### config.mk
export PLATFORM = sky130hd
export DESIGN_NAME = mc_stage_sequencer_flat
export DESIGN_NICKNAME = d
export VERILOG_FILES = /design/src/rtl/mc_stage_sequencer_if.sv /design/src/rtl/mc_stage_sequencer.sv /design/src/flat_wrapper.sv
export SDC_FILE = /design/constraint.sdc
export NUM_CORES = 1
export LEC_CHECK = 0
export CAP_MARGIN = 5
export CORE_ASPECT_RATIO = 2
export CORE_MARGIN = 1.5
export CORE_UTILIZATION = 39
export DETAILED_ROUTE_END_ITERATION = 6
export PLACE_DENSITY = 0.77
export SLEW_MARGIN = 0
export SYNTH_ARGS = -nofsm -noshare
export SYNTH_HDL_FRONTEND = slang
export SYNTH_SLANG_ARGS = --single-unit
### constraint.sdc
create_clock -name fast_clk -period 2.9 [get_ports fast_clk]
set_input_delay 0.58 -clock fast_clk [delete_from_list [all_inputs] [get_ports fast_clk]]
set_output_delay 0.58 -clock fast_clk [all_outputs]
set_load 0.02 [all_outputs]
### src/rtl/mc_stage_sequencer_if.sv
// Instruction-memory and debug-read bus between the stage sequencer (master)
// and the memory / debug host (slave).
interface mc_stage_sequencer_if #(
  parameter int unsigned ADDR_W = 10,
  parameter int unsigned DATA_W = 32
);
  logic [ADDR_W-1:0] mem_addr;
  logic [DATA_W-1:0] mem_rdata;
  logic              infer;
  logic [ADDR_W-1:0] infer_addr;
  logic [DATA_W-1:0] infer_data;

  modport master (
    output mem_addr,
    input  mem_rdata,
    input  infer,
    input  infer_addr,
    output infer_data
  );

  modport slave (
    input  mem_addr,
    output mem_rdata,
    output infer,
    output infer_addr,
    input  infer_data
  );
endinterface

### src/rtl/mc_stage_sequencer.sv
// Multi-cycle MIPS stage sequencer: owns PC/IR, dwell divider, single-step and debug read.
// Optional retired-instruction counter is enabled by defining SEQ_RETIRE_CNT_EN.
module mc_stage_sequencer #(
  parameter int unsigned ADDR_W   = 10,
  parameter int unsigned DATA_W   = 32,
  parameter int unsigned DIV      = 1,
  parameter int unsigned PC_RESET = 0
) (
  input  logic                 fast_clk,
  input  logic                 rst,
  input  logic                 top_en,
  input  logic                 step_mode,
  input  logic                 step,
  mc_stage_sequencer_if.master bus,
  input  logic                 branch_taken,
  output logic [ADDR_W-1:0]    pc,
  output logic [DATA_W-1:0]    instr,
  output logic                 IF,
  output logic                 ID,
  output logic                 REG,
  output logic                 EX,
  output logic                 MEM,
  output logic                 WB,
  output logic                 JU,
  output logic                 BR,
  output logic                 SK,
  output logic [31:0]          retired
);
  localparam int unsigned CNT_W = (DIV > 1) ? $clog2(DIV) : 1;

  localparam logic [5:0] OP_J    = 6'h02;
  localparam logic [5:0] OP_JAL  = 6'h03;
  localparam logic [5:0] OP_BEQ  = 6'h04;
  localparam logic [5:0] OP_BNE  = 6'h05;
  localparam logic [5:0] OP_LW   = 6'h23;
  localparam logic [5:0] OP_SW   = 6'h2B;
  localparam logic [5:0] OP_HALT = 6'h3F;

  typedef enum logic [3:0] {
    S_IDLE, S_IF, S_ID, S_REG, S_EX, S_MEM, S_WB, S_JU, S_BR, S_DBG, S_HALT
  } state_e;

  state_e            state_q;
  state_e            boundary_d;
  logic [CNT_W-1:0]  cnt_q;
  logic [ADDR_W-1:0] pc_q;
  logic [DATA_W-1:0] instr_q;
  logic [DATA_W-1:0] infer_data_q;
  logic [5:0]        opcode;
  logic              exec;
  logic              last;

  assign opcode = instr_q[31:26];
  assign exec   = !(state_q inside {S_IDLE, S_DBG, S_HALT});
  assign last   = (cnt_q == CNT_W'(DIV - 1));

  // Instruction-boundary decision, shared by IDLE, DBG exit and end of every instruction.
  always_comb begin
    boundary_d = S_IF;
    if (bus.infer)                boundary_d = S_DBG;
    else if (!top_en)             boundary_d = S_IDLE;
    else if (step_mode && !step)  boundary_d = S_IDLE;
  end

  always_ff @(posedge fast_clk) begin
    if (rst) begin
      state_q      <= S_IDLE;
      cnt_q        <= '0;
      pc_q         <= ADDR_W'(PC_RESET);
      instr_q      <= '0;
      infer_data_q <= '0;
    end else begin
      // Every execution state leaves on its last dwell cycle, so the counter
      // restarts from zero on each state entry.
      cnt_q <= (exec && !last) ? cnt_q + 1'b1 : '0;
      if (state_q == S_DBG) infer_data_q <= bus.mem_rdata;

      case (state_q)
        S_IDLE: state_q <= boundary_d;
        S_DBG:  state_q <= boundary_d;
        S_HALT: state_q <= S_HALT;
        S_IF:   if (last) state_q <= S_ID;
        S_ID: if (last) begin
          instr_q <= bus.mem_rdata;
          pc_q    <= pc_q + 1'b1;
          state_q <= S_REG;
        end
        S_REG: if (last) begin
          if (opcode == OP_HALT)                    state_q <= S_HALT;
          else if (opcode inside {OP_J, OP_JAL})    state_q <= S_JU;
          else if (opcode inside {OP_BEQ, OP_BNE})  state_q <= S_BR;
          else                                      state_q <= S_EX;
        end
        S_EX: if (last) state_q <= (opcode inside {OP_LW, OP_SW}) ? S_MEM : S_WB;
        S_MEM: if (last) state_q <= (opcode == OP_LW) ? S_WB : boundary_d;
        S_WB: if (last) state_q <= boundary_d;
        S_JU: if (last) begin
          pc_q    <= instr_q[ADDR_W-1:0];
          state_q <= boundary_d;
        end
        S_BR: if (last) begin
          if (branch_taken) pc_q <= pc_q + instr_q[ADDR_W-1:0];
          state_q <= boundary_d;
        end
        default: state_q <= S_IDLE;
      endcase
    end
  end

  assign bus.mem_addr   = (state_q == S_DBG) ? bus.infer_addr : pc_q;
  assign bus.infer_data = infer_data_q;
  assign pc    = pc_q;
  assign instr = instr_q;

  assign IF  = (state_q == S_IF);
  assign ID  = (state_q == S_ID);
  assign REG = (state_q == S_REG);
  assign EX  = (state_q == S_EX);
  assign MEM = (state_q == S_MEM);
  assign WB  = (state_q == S_WB);
  assign JU  = (state_q == S_JU);
  assign BR  = (state_q == S_BR);
  assign SK  = !exec;

`ifdef SEQ_RETIRE_CNT_EN
  logic [31:0] retired_q;
  logic        retire_ev;

  assign retire_ev = last && ((state_q inside {S_WB, S_JU, S_BR}) ||
                              (state_q == S_MEM && opcode == OP_SW));

  always_ff @(posedge fast_clk) begin
    if (rst)            retired_q <= '0;
    else if (retire_ev) retired_q <= retired_q + 32'd1;
  end

  assign retired = retired_q;
`else
  assign retired = '0;
`endif

endmodule

### src/flat_wrapper.sv
// flat-port wrapper written by rule: the top's interface ports become plain ports
module mc_stage_sequencer_flat 
#(
  parameter int unsigned ADDR_W   = 10,
  parameter int unsigned DATA_W   = 32,
  parameter int unsigned DIV      = 1,
  parameter int unsigned PC_RESET = 0
)
  (fast_clk, rst, top_en, step_mode, step, branch_taken, pc, instr, IF, ID, REG, EX, MEM, WB, JU, BR, SK, retired, bus_mem_addr, bus_mem_rdata, bus_infer, bus_infer_addr, bus_infer_data);
  mc_stage_sequencer_if #(.ADDR_W(ADDR_W), .DATA_W(DATA_W)) bus_i ();
  input  logic fast_clk;
  input  logic rst;
  input  logic top_en;
  input  logic step_mode;
  input  logic step;
  input  logic branch_taken;
  output logic [ADDR_W-1:0] pc;
  output logic [DATA_W-1:0] instr;
  output logic IF;
  output logic ID;
  output logic REG;
  output logic EX;
  output logic MEM;
  output logic WB;
  output logic JU;
  output logic BR;
  output logic SK;
  output logic [31:0] retired;
  output wire logic [$bits(bus_i.mem_addr)-1:0] bus_mem_addr;
  input wire logic [$bits(bus_i.mem_rdata)-1:0] bus_mem_rdata;
  input wire logic [$bits(bus_i.infer)-1:0] bus_infer;
  input wire logic [$bits(bus_i.infer_addr)-1:0] bus_infer_addr;
  output wire logic [$bits(bus_i.infer_data)-1:0] bus_infer_data;
  assign bus_mem_addr = bus_i.mem_addr;
  assign bus_i.mem_rdata = bus_mem_rdata;
  assign bus_i.infer = bus_infer;
  assign bus_i.infer_addr = bus_infer_addr;
  assign bus_infer_data = bus_i.infer_data;
  mc_stage_sequencer #(.ADDR_W(ADDR_W), .DATA_W(DATA_W), .DIV(DIV), .PC_RESET(PC_RESET)) u_core (.fast_clk(fast_clk), .rst(rst), .top_en(top_en), .step_mode(step_mode), .step(step), .bus(bus_i), .branch_taken(branch_taken), .pc(pc), .instr(instr), .IF(IF), .ID(ID), .REG(REG), .EX(EX), .MEM(MEM), .WB(WB), .JU(JU), .BR(BR), .SK(SK), .retired(retired));
endmodule
=== Yosys cells after proc, flatten, opt, wreduce, memory -nomap -nowiden ===
Index checks and enable logic that the tools add are counted.

* Flip-flop bits (word level): 79
* Logic and storage cells: 73
* Input bits: 49
* Output and inout bits: 125

* Multiplexer cells: 21
* Reduce and logical (&&, ||, !) cells: 16
* $add $sub $neg: 3
* Bitwise logic cells: 2
* Eq/ne operators: 26

{| class="wikitable"
|+ Operators by type and width
! cell !! number
|-
| $mux W10 || 5
|-
| $mux W4 || 12
|-
| $pmux W4 S8 || 1
|-
| $pmux W10 S3 || 1
|-
| $eq A6 B6 Y1 const B || 3
|-
| $ne A2 B2 Y1 const B || 9
|-
| $eq A4 B3 Y1 const B || 4
|-
| $eq A4 B4 Y1 const B || 3
|-
| $eq A6 B2 Y1 const B || 2
|-
| $eq A6 B3 Y1 const B || 2
|-
| $add A10 B1 Y10 const B || 1
|-
| $add A10 B10 Y10 || 1
|-
| $eq A4 B2 Y1 const B || 2
|-
| $reduce_and A6 Y1 || 1
|-
| $reduce_bool A2 Y1 || 3
|-
| $reduce_bool A3 Y1 || 2
|-
| $reduce_and A5 Y1 || 1
|-
| $eq A4 B1 Y1 const B || 1
|-
| $logic_not A4 Y1 || 1
|-
| $reduce_or A2 Y1 || 2
|-
| $reduce_or A3 Y1 || 1
|-
| $logic_and A1 B1 Y1 || 2
|-
| $logic_not A1 Y1 || 2
|-
| $mux W2 || 1
|-
| other kinds (4) || 5
|}

=== Logic depth before layout (Yosys ltp) ===
Gate-level depths: netlist (run 1).

* Depth after elaboration: 8
* Depth in mapped cells: 12
* Gate-level depth less buffers: 10

=== Worst setup path before layout (run 1) ===
OpenSTA, ideal clock, no wires.

* Path type: register to register
* From: register u_core.state_q[1]
* To: register u_core.pc_q[8], in the netlist u_core.pc[8]
* Path buffers: 2
* Path slack: -0.239 ns
* Required time: 2.767 ns
* Clock period less this slack: 3.139 ns
* Library setup time: 0.133 ns
* Cell stages (with the launch flop): 13
* Data arrival time: 3.006 ns
* Cell sequence: dfxtp_1 -> buf_6 -> or4b_4 -> inv_1 -> clkbuf_1 -> nand2b_1 -> ha_1 -> fa_1 -> a211oi_1 -> nor2_1 -> o31ai_1 -> xor2_1 -> o221ai_1

* Word-level cells in the longest chain between the ends: 3
* Elaborated cells on any way between the ends: 10
* Classes of those cells: 7 x eq/ne; 1 x mux; 2 x reduce/logical

{| class="wikitable"
|+ Ends and longest elaborated chain
! what !! line !! text
|-
| from (decl) || mc_stage_sequencer.sv:43 || <nowiki>state_e state_q;</nowiki>
|-
| from (signal assigned) || mc_stage_sequencer.sv:79 || <nowiki>S_IDLE: state_q <= boundary_d;</nowiki>
|-
| from (signal assigned) || mc_stage_sequencer.sv:80 || <nowiki>S_DBG: state_q <= boundary_d;</nowiki>
|-
| from (signal assigned) || mc_stage_sequencer.sv:94 || <nowiki>S_EX: if (last) state_q <= (opcode inside {OP_LW, OP_SW}) ? S_MEM : S_WB;</nowiki>
|-
| $eq A4 B4 Y1 * || - ||
|-
| net BR || flat_wrapper.sv:26 || <nowiki>output logic BR;</nowiki>
|-
| $ne A2 B2 Y1 (no line) / $reduce_bool A3 Y1 (equally long branches) || - ||
|-
| $reduce_and A5 Y1 (no line) || - ||
|-
| to (signal assigned) || mc_stage_sequencer.sv:69 || <nowiki>pc_q <= ADDR_W'(PC_RESET);</nowiki>
|-
| to (signal assigned) || mc_stage_sequencer.sv:85 || <nowiki>pc_q <= pc_q + 1'b1;</nowiki>
|-
| to (signal assigned) || mc_stage_sequencer.sv:98 || <nowiki>pc_q <= instr_q[ADDR_W-1:0];</nowiki>
|-
| to (decl) || mc_stage_sequencer.sv:46 || <nowiki>logic [ADDR_W-1:0] pc_q;</nowiki>
|}

The timed path passes the listed nets; every way through them passes the cells marked *.
A chain may end at the register's enable or synchronous reset.

=== Worst setup path in the final report (run 1) ===
* From: register u_core.state_q[0]
* To: register u_core.pc_q[8], in the netlist u_core.pc[8]

* Word-level cells in the longest chain between the ends: 3
* Elaborated cells on any way between the ends: 10
* Classes of those cells: 7 x eq/ne; 1 x mux; 2 x reduce/logical

{| class="wikitable"
|+ Ends and longest elaborated chain
! what !! line !! text
|-
| $eq A4 B4 Y1, or another cell as far along || mc_stage_sequencer.sv:78 || <nowiki>case (state_q)</nowiki>
|-
| $ne A2 B2 Y1 (no line) / $reduce_bool A3 Y1 (equally long branches) || - ||
|-
| $reduce_and A5 Y1 (no line) || - ||
|-
| to (signal assigned) || mc_stage_sequencer.sv:85 ||
|-
| to (signal assigned) || mc_stage_sequencer.sv:98 ||
|-
| to (signal assigned) || mc_stage_sequencer.sv:102 || <nowiki>if (branch_taken) pc_q <= pc_q + instr_q[ADDR_W-1:0];</nowiki>
|}

Several ways; a longest one is shown, not always the timed one.

==> flow_summary.yaml, run 1 <==
run_status:
  status: "finished clean"
worst_setup_path:
  regToRegSetupSlack_ns: 0.14
  worstSetupPathType: "flip-flop to flip-flop"
  critical_path.startpoint_type: "flip-flop"
  slowest_stage: "or4b_4"
  cp.arrival_ns: 2.97
  end_kind: "flip-flop"
  crit_chain: "or4b_4 > inv_1 > nand2b_1 > ha_1 > fa_2 > a211oi_2 > nor2_1 > o31ai_2 > xor2_1 > o221ai_1"
  required_ns: 3.11
  cp_max_fo: 3
  cp_slowest_stage_delay_ns: 0.57
global_route:
  grt_usage: 0.2190
  grt_max_degree: 47
  grt.overflow.total: 0
  grt_pass1_vias: 4136
  grt_pass1_wl_mm: 19.06
  antenna_found_initial: 0
timing:
  rsz0062_at_grt: "false"
  worst_pin_slew_ns: 0.7455
  setup_viol: 0
  slew_viol_final: 0
  clock_skew_ns: 0.006956
  period_needed_ns: 2.761
  post-route-period-util: 0.9521
  max_slew_margin: 0.5030
  finalHoldViolations: 0
  fmax_mhz: 362.2
floorplan:
  die_h_um: 148.3
  start_util: 0.4029
  row_count: 52
  dieArea_um2: 11210
  coreArea_um2: 10210
  io_pins: 174
  die_width_um: 75.64
route:
  antenna_left: 0
  drt-total-wl_mm: 12.22
  route.vias.total: 4214
  drt-initial-drc-count: 279
  via_per_inst: 5.158
  drtPass1Iterations: 4
  drc: 0
  wl_per_cell_um: 14.96
clock_network:
  cts_setup_buffers: 0
  cts.sinks: 79
  cts_tree: "done"
  h-tree-depth: 3
  cts-root-buf: "clkbuf_16"
  clk_latency_ns: 0.33
  numCtsBuffers: 9
  path_clk_slew_ns: 0.07
  clk_path_buf_depth: 2
  holdBufCountCts: 0
yosys:
  synth_seq_cells: 79
  mappedNetlistArea_um2: 4115
  yosysUniqueCellTypes: 54
  syn_inst: 548
  synth.avg_cell_area_um2: 7.509
  seq_area_frac_synth: 0.3843
  ys.flop_type: "dfxtp_1"
  synth_async_sr_flop_share: 0
  synth_edf_count: 0
  synth_warnings: 0
placement:
  placed_cells: 800
  dp_hpwl_mm: 8.694
  io_buffer_count: 141
  place.gp.congestion: 0.9092
power:
  p_per_area_nw_per_um2: 632.0
  p_leak_nw: 2.156
  irDropWorstVdd_mv: 0.4825
hold_path:
  hp-class: "flip-flop to flip-flop"
finish:
  mostFrequentLayoutCells: "nand2_1 (169), clkdlybuf4s50_1 (140), dfxtp_1 (79), a21oi_1 (72), conb_1 (33)"
  layout_commonest_cell: "nand2_1"
  final_util: 0.5735
  drive_above_1_share: 0.07625
  stdcell_count: 817
  area_growth_pct: 42.35
  finalNetCount: 736
  n_antenna_cell: 0
run:
  maxCapViolations: 0
==> where the power goes <==
group          total [W]  switching, W  internal, W
clock network    0.00109      0.000491     0.000600
logic            0.00133      0.000774     0.000556
registers        0.00128     0.0000915      0.00119
==> per-layer routing <==
metal  vias to the layer above  GRT usage  routed length (µm)
met5                         -          0                   0
met4                         0     0.1286                 550
met3                        42    0.03659                 651
met2                       177     0.3991                6678
met1                      1950     0.2203                4340
li1                       2045          -                   -
==> final timing paths <==
kind | from | endpoint | cells past startpoint
min | u_core.bus.infer_data[17] | u_core.bus.infer_data[17] | 2
min reg2reg | u_core.bus.infer_data[17] | u_core.bus.infer_data[17] | 2
max | u_core.state_q[0] | u_core.pc[8] | 10
max reg2reg | u_core.state_q[0] | u_core.pc[8] | 10
==> sequential cells by signal (all words and copies together) (netlist names) <==
signal,count
u_core.state_q,4
u_core.bus.infer_data,32
u_core.pc,10
u_core.cnt_q,1
u_core.instr,32
==> metrics by stage <==
stage | setup TNS [ns] | power [W] | hold WS, ns | setup slack, ns | cell area (µm²)
after floorplan | 0 | 0.002119 | 0.5345 | 0.002412 | 4244
after global placement | 0 | 0.002574 | 0.4408 | 0.1729 | 5537
after detailed placement | 0 | 0.002603 | 0.4471 | 0.1063 | 5537
after CTS | -0.04416 | 0.003703 | 0.4559 | -0.01937 | 5833
after global routing | 0 | 0.003903 | 0.4724 | 0.02702 | 5858
final | 0 | 0.003703 | 0.4520 | 0.1390 | 5858
==> Yosys cell counts, drive strengths merged (3+ instances only) <==
library cell | count | area share
o21ai | 8 | 0.0097
o22ai | 7 | 0.011
nand2 | 170 | 0.16
nand4b | 3 | 0.0064
nand3 | 6 | 0.0073
a22oi | 4 | 0.0073
dfxtp | 79 | 0.38
or3 | 4 | 0.0061
a211oi | 7 | 0.015
and3 | 3 | 0.0046
nor3 | 9 | 0.011
xor2 | 4 | 0.0085
and2 | 9 | 0.014
clkbuf | 31 | 0.028
ha | 9 | 0.027
xnor2 | 4 | 0.0085
nor2 | 19 | 0.019
a21o | 3 | 0.0055
a311oi | 3 | 0.011
a31oi | 5 | 0.0076
inv | 9 | 0.0082
a21oi | 72 | 0.088
buf | 39 | 0.071
nand2b | 12 | 0.018
==> logic make-up after synthesis <==
family,after synthesis,synth area share
adder cells (fa/ha/maj),10,0.03223
buffers and inverters,79,0.1076
AO/OA/AOI/OAI,127,0.1973
flip-flops,79,0.3843
other,1,0.0009113
AND/OR/NAND/NOR,242,0.2557
XOR/XNOR,8,0.01702
multiplexers,2,0.004865
==> worst max-delay path, delay by kind of cell (launching register included) <==
family                   cells  cell delay [ns]
adder cells (fa/ha/maj)      2             0.61
AO/OA/AOI/OAI                3             0.67
flip-flops                   1             0.31
buffers and inverters        1             0.09
AND/OR/NAND/NOR              3             0.75
XOR/XNOR                     1             0.21
==> layout make-up <==
type	count	area [µm²]
clock buffer	9	225.2
sequential	79	1582
clock inverter	7	62.56
multi-input combinational	423	2262
fill	963	4357
inverter	9	33.78
timing repair buffer	155	1524
tap	135	168.9
==> repair_timing <==
action	4_1_cts	5_1_grt
pin swaps	0	2
resized for setup	2	4
endpoints found under the hold margin	0	0
endpoints found under the setup margin	11	11
gates cloned	0	1
(Power assumes the default switching activity.)
==> inputs of run 2 (changes only) <==
--- a/config.mk
+++ b/config.mk
@@ -5,12 +5,14 @@
 export SDC_FILE = /design/constraint.sdc
 export NUM_CORES = 1
 export LEC_CHECK = 0
+export ABC_AREA = 1
+export ABC_CLOCK_PERIOD_IN_PS = 2900
 export CAP_MARGIN = 5
 export CORE_ASPECT_RATIO = 2
 export CORE_MARGIN = 1.5
 export CORE_UTILIZATION = 39
 export DETAILED_ROUTE_END_ITERATION = 6
-export PLACE_DENSITY = 0.77
+export PLACE_DENSITY = 0.78
 export SLEW_MARGIN = 0
 export SYNTH_ARGS = -nofsm -noshare
 export SYNTH_HDL_FRONTEND = slang
==> run 2 against run 1 <==
Against the previous run:
- sequential share of layout area about the same
- clock-buffer cell count is the same
- critical path depth down 2
- setup slack worse by 0.013 ns
- clock skew fell by 0.00082 ns
- critical path type is now flip-flop to primary output
- register-to-register slack improved by 0.34 ns
- largest power group unchanged
- via count up 3.3%
- flip-flop and latch count did not move
- synthesized area fell by 0.73%
- highest routed layer unchanged
- non-clock buffer count increased by 1
- combinational power rose by 26%
- clock power grew 14%
==> flow_summary.yaml, run 2 <==
run_status:
  status: "finished clean"
worst_setup_path:
  cp_num_buf_inv: 4
  cp_top_family: "buffers and inverters"
  cp_max_fo: 5
  critical_path.startpoint_type: "flip-flop"
  end_kind: "primary output"
  crit_chain: "inv_2 > nand2_1 > nor2_4 > buf_4 > clkinvlp_4 > nand2_1 > nand2_1 > clkdlybuf4s50_1"
  cp_slowest_stage_delay_ns: 0.53
  required_ns: 2.32
  cp.arrival_ns: 2.19
  timing.critical_path.mode_cell: "nand2_1"
  worstSetupPathType: "flip-flop to primary output"
  slowest_stage: "clkdlybuf4s50_1"
yosys:
  synth_area_leaders: "dfxtp_1 (39%), nand2_1 (11%), nor2_1 (8.4%)"
  synth-compound-area-share: 0.1639
  yosys.area.top_type_share: 0.3871
  mappedNetlistArea_um2: 4085
  synth.largest_area_cell: "dfxtp_1"
  synth_top_family_by_area: "simple AND/OR/NAND/NOR gates"
  synth_adder_area_share: 0.03247
  synth_edf_count: 0
  synth_seq_cells: 79
  yosys-top-cells-count: "nand2_1 (121), nor2_1 (91), dfxtp_1 (79)"
  synth_warnings: 0
  synthMuxAreaShare: 0
  seq_area_frac_synth: 0.3871
  ys.flop_type: "dfxtp_1"
  synth_async_sr_flop_share: 0
  yosysMostFrequentCell: "nand2_1"
  yosysUniqueCellTypes: 33
  syn_inst: 589
  synth_xor_area_frac: 0.002144
  synth.avg_cell_area_um2: 6.936
  synth-simple-area-share: 0.2812
finish:
  stdcell_count: 869
  finalNetCount: 788
  area_growth_pct: 43.43
  drive_above_1_share: 0.08174
  mostFrequentLayoutCells: "clkdlybuf4s50_1 (140), nand2_1 (121), nor2_1 (91), dfxtp_1 (78), o21ai_0 (58)"
  layout_commonest_cell: "clkdlybuf4s50_1"
  n_antenna_cell: 0
  fillers: 946
route:
  wl_per_cell_um: 14.50
  route.vias.total: 4354
  drc: 0
  via_per_inst: 5.010
  drt-total-wl_mm: 12.60
  drtPass1Iterations: 5
  antenna_left: 0
  drt-initial-drc-count: 346
global_route:
  grt.overflow.total: 0
  grt_pass1_wl_mm: 19.86
  antenna_found_initial: 0
  grt_pass1_vias: 4200
  grt_usage: 0.2293
  grt_max_degree: 47
timing:
  setup_tns_ns: 0
  fmax_mhz: 360.5
  setup_ws_ns: 0.1264
  finalHoldViolations: 0
  setup_viol: 0
  post-route-period-util: 0.9564
  rsz0062_at_grt: "false"
  worst_pin_slew_ns: 0.7759
  slew_viol_final: 0
  clock_skew_ns: 0.006134
  max_slew_margin: 0.4809
  period_needed_ns: 2.774
placement:
  place.gp.congestion: 0.9139
  io_buffer_count: 141
  placed_cells: 848
  post-place-ws_ns: 0.3530
  dp_hpwl_mm: 9.315
floorplan:
  coreArea_um2: 10150
  io_pins: 174
  die_width_um: 75.37
  die_h_um: 147.7
  start_util: 0.4025
  dieArea_um2: 11140
  row_count: 52
clock_network:
  cts-root-buf: "clkbuf_16"
  cts_tree: "done"
  clk_path_buf_depth: 2
  h-tree-depth: 3
  cts.sinks: 79
  clk_latency_ns: 0.33
  path_clk_slew_ns: 0.06
  numCtsBuffers: 9
hold_path:
  hp-class: "flip-flop to flip-flop"
power:
  irDropWorstVdd_mv: 0.5128
  p_per_area_nw_per_um2: 737.9
  p_leak_nw: 2.448
run:
  maxCapViolations: 0
-- run 2: cell types whose count changed after synthesis, moves of 19 or more --
| cell | previous run | this run |
|---|---|---|
| nor2_1 | 16 | 91 |
| o21ai_0 | 8 | 58 |
| nand2_1 | 169 | 121 |
| nand3_1 | 6 | 37 |
| inv_1 | 9 | 36 |
| a21oi_1 | 72 | 53 |
-- run 2: per-layer routing --
metal / track usage / share of wire
met1: 0.2347 / 0.35
met2: 0.4145 / 0.54
met3: 0.04499 / 0.066
met4: 0.1232 / 0.037
met5: 0 / 0
-- run 2: report_power, final --
part	total [W]	switching, W	leakage (nW)	internal (W)
registers	0.00141	0.000156	0.640	0.00126
clock network	0.00124	0.000474	0.157	0.000766
logic	0.00167	0.000996	1.65	0.000677
-- run 2: through the flow --
step	power, W	util	area, µm²	hold slack [ns]
final	0.004323	0.5773	5859	0.4680
after global routing	0.004545	0.5773	5859	0.4808
after CTS	0.004321	0.5730	5816	0.4655
after detailed placement	0.003065	0.5406	5487	0.4571
after global placement	0.003024	0.5406	5487	0.4510
after floorplan	0.002424	-	4205	0.4700
-- run 2: cells by family after synthesis --
group | Yosys count
AO/OA/AOI/OAI | 127
XOR/XNOR | 1
adder cells (fa/ha/maj) | 10
buffers and inverters | 101
flip-flops | 79
other | 1
AND/OR/NAND/NOR | 270
-- run 2: path summary, 6_finish.rpt --
path,from,endpoint,slack [ns],cells after the start
min reg2reg,u_core.instr[24],u_core.instr[24],0.47,2
max,u_core.state_q[1],bus_mem_addr[1],0.13,8
min,u_core.instr[24],u_core.instr[24],0.47,2
max reg2reg,u_core.state_q[1],u_core.pc[6],0.48,14
-- run 2: cell type report --
| class | instances | area, µm² | area share |
|---|---|---|---|
| Multi-Input combinational cell | 441 | 2088 | 0.3564 |
| Sequential cell | 79 | 1583 | 0.2701 |
| Timing Repair Buffer | 156 | 1526 | 0.2605 |
| Clock buffer | 9 | 225.2 | 0.03844 |
| Tap cell | 135 | 168.9 | 0.02883 |
| Inverter | 41 | 157.7 | 0.02691 |
| Clock inverter | 7 | 102.6 | 0.01751 |
| Timing Repair inverter | 1 | 7.507 | 0.001281 |
-- run 2: what timing repair did --
item | CTS | global route
hold buffers | 0 | 0
setup buffers | 0 | 4
setup endpoints to repair | 1 | 10
gates resized for setup | 1 | 3
gates cloned | 0 | 1
pin swaps | 0 | 1
-- run 2: worst min-delay path, cell delays in order (launching register included) --
cell	delay, ns
dfxtp_1	0.31
nand2_1	0.06
a21oi_1	0.05
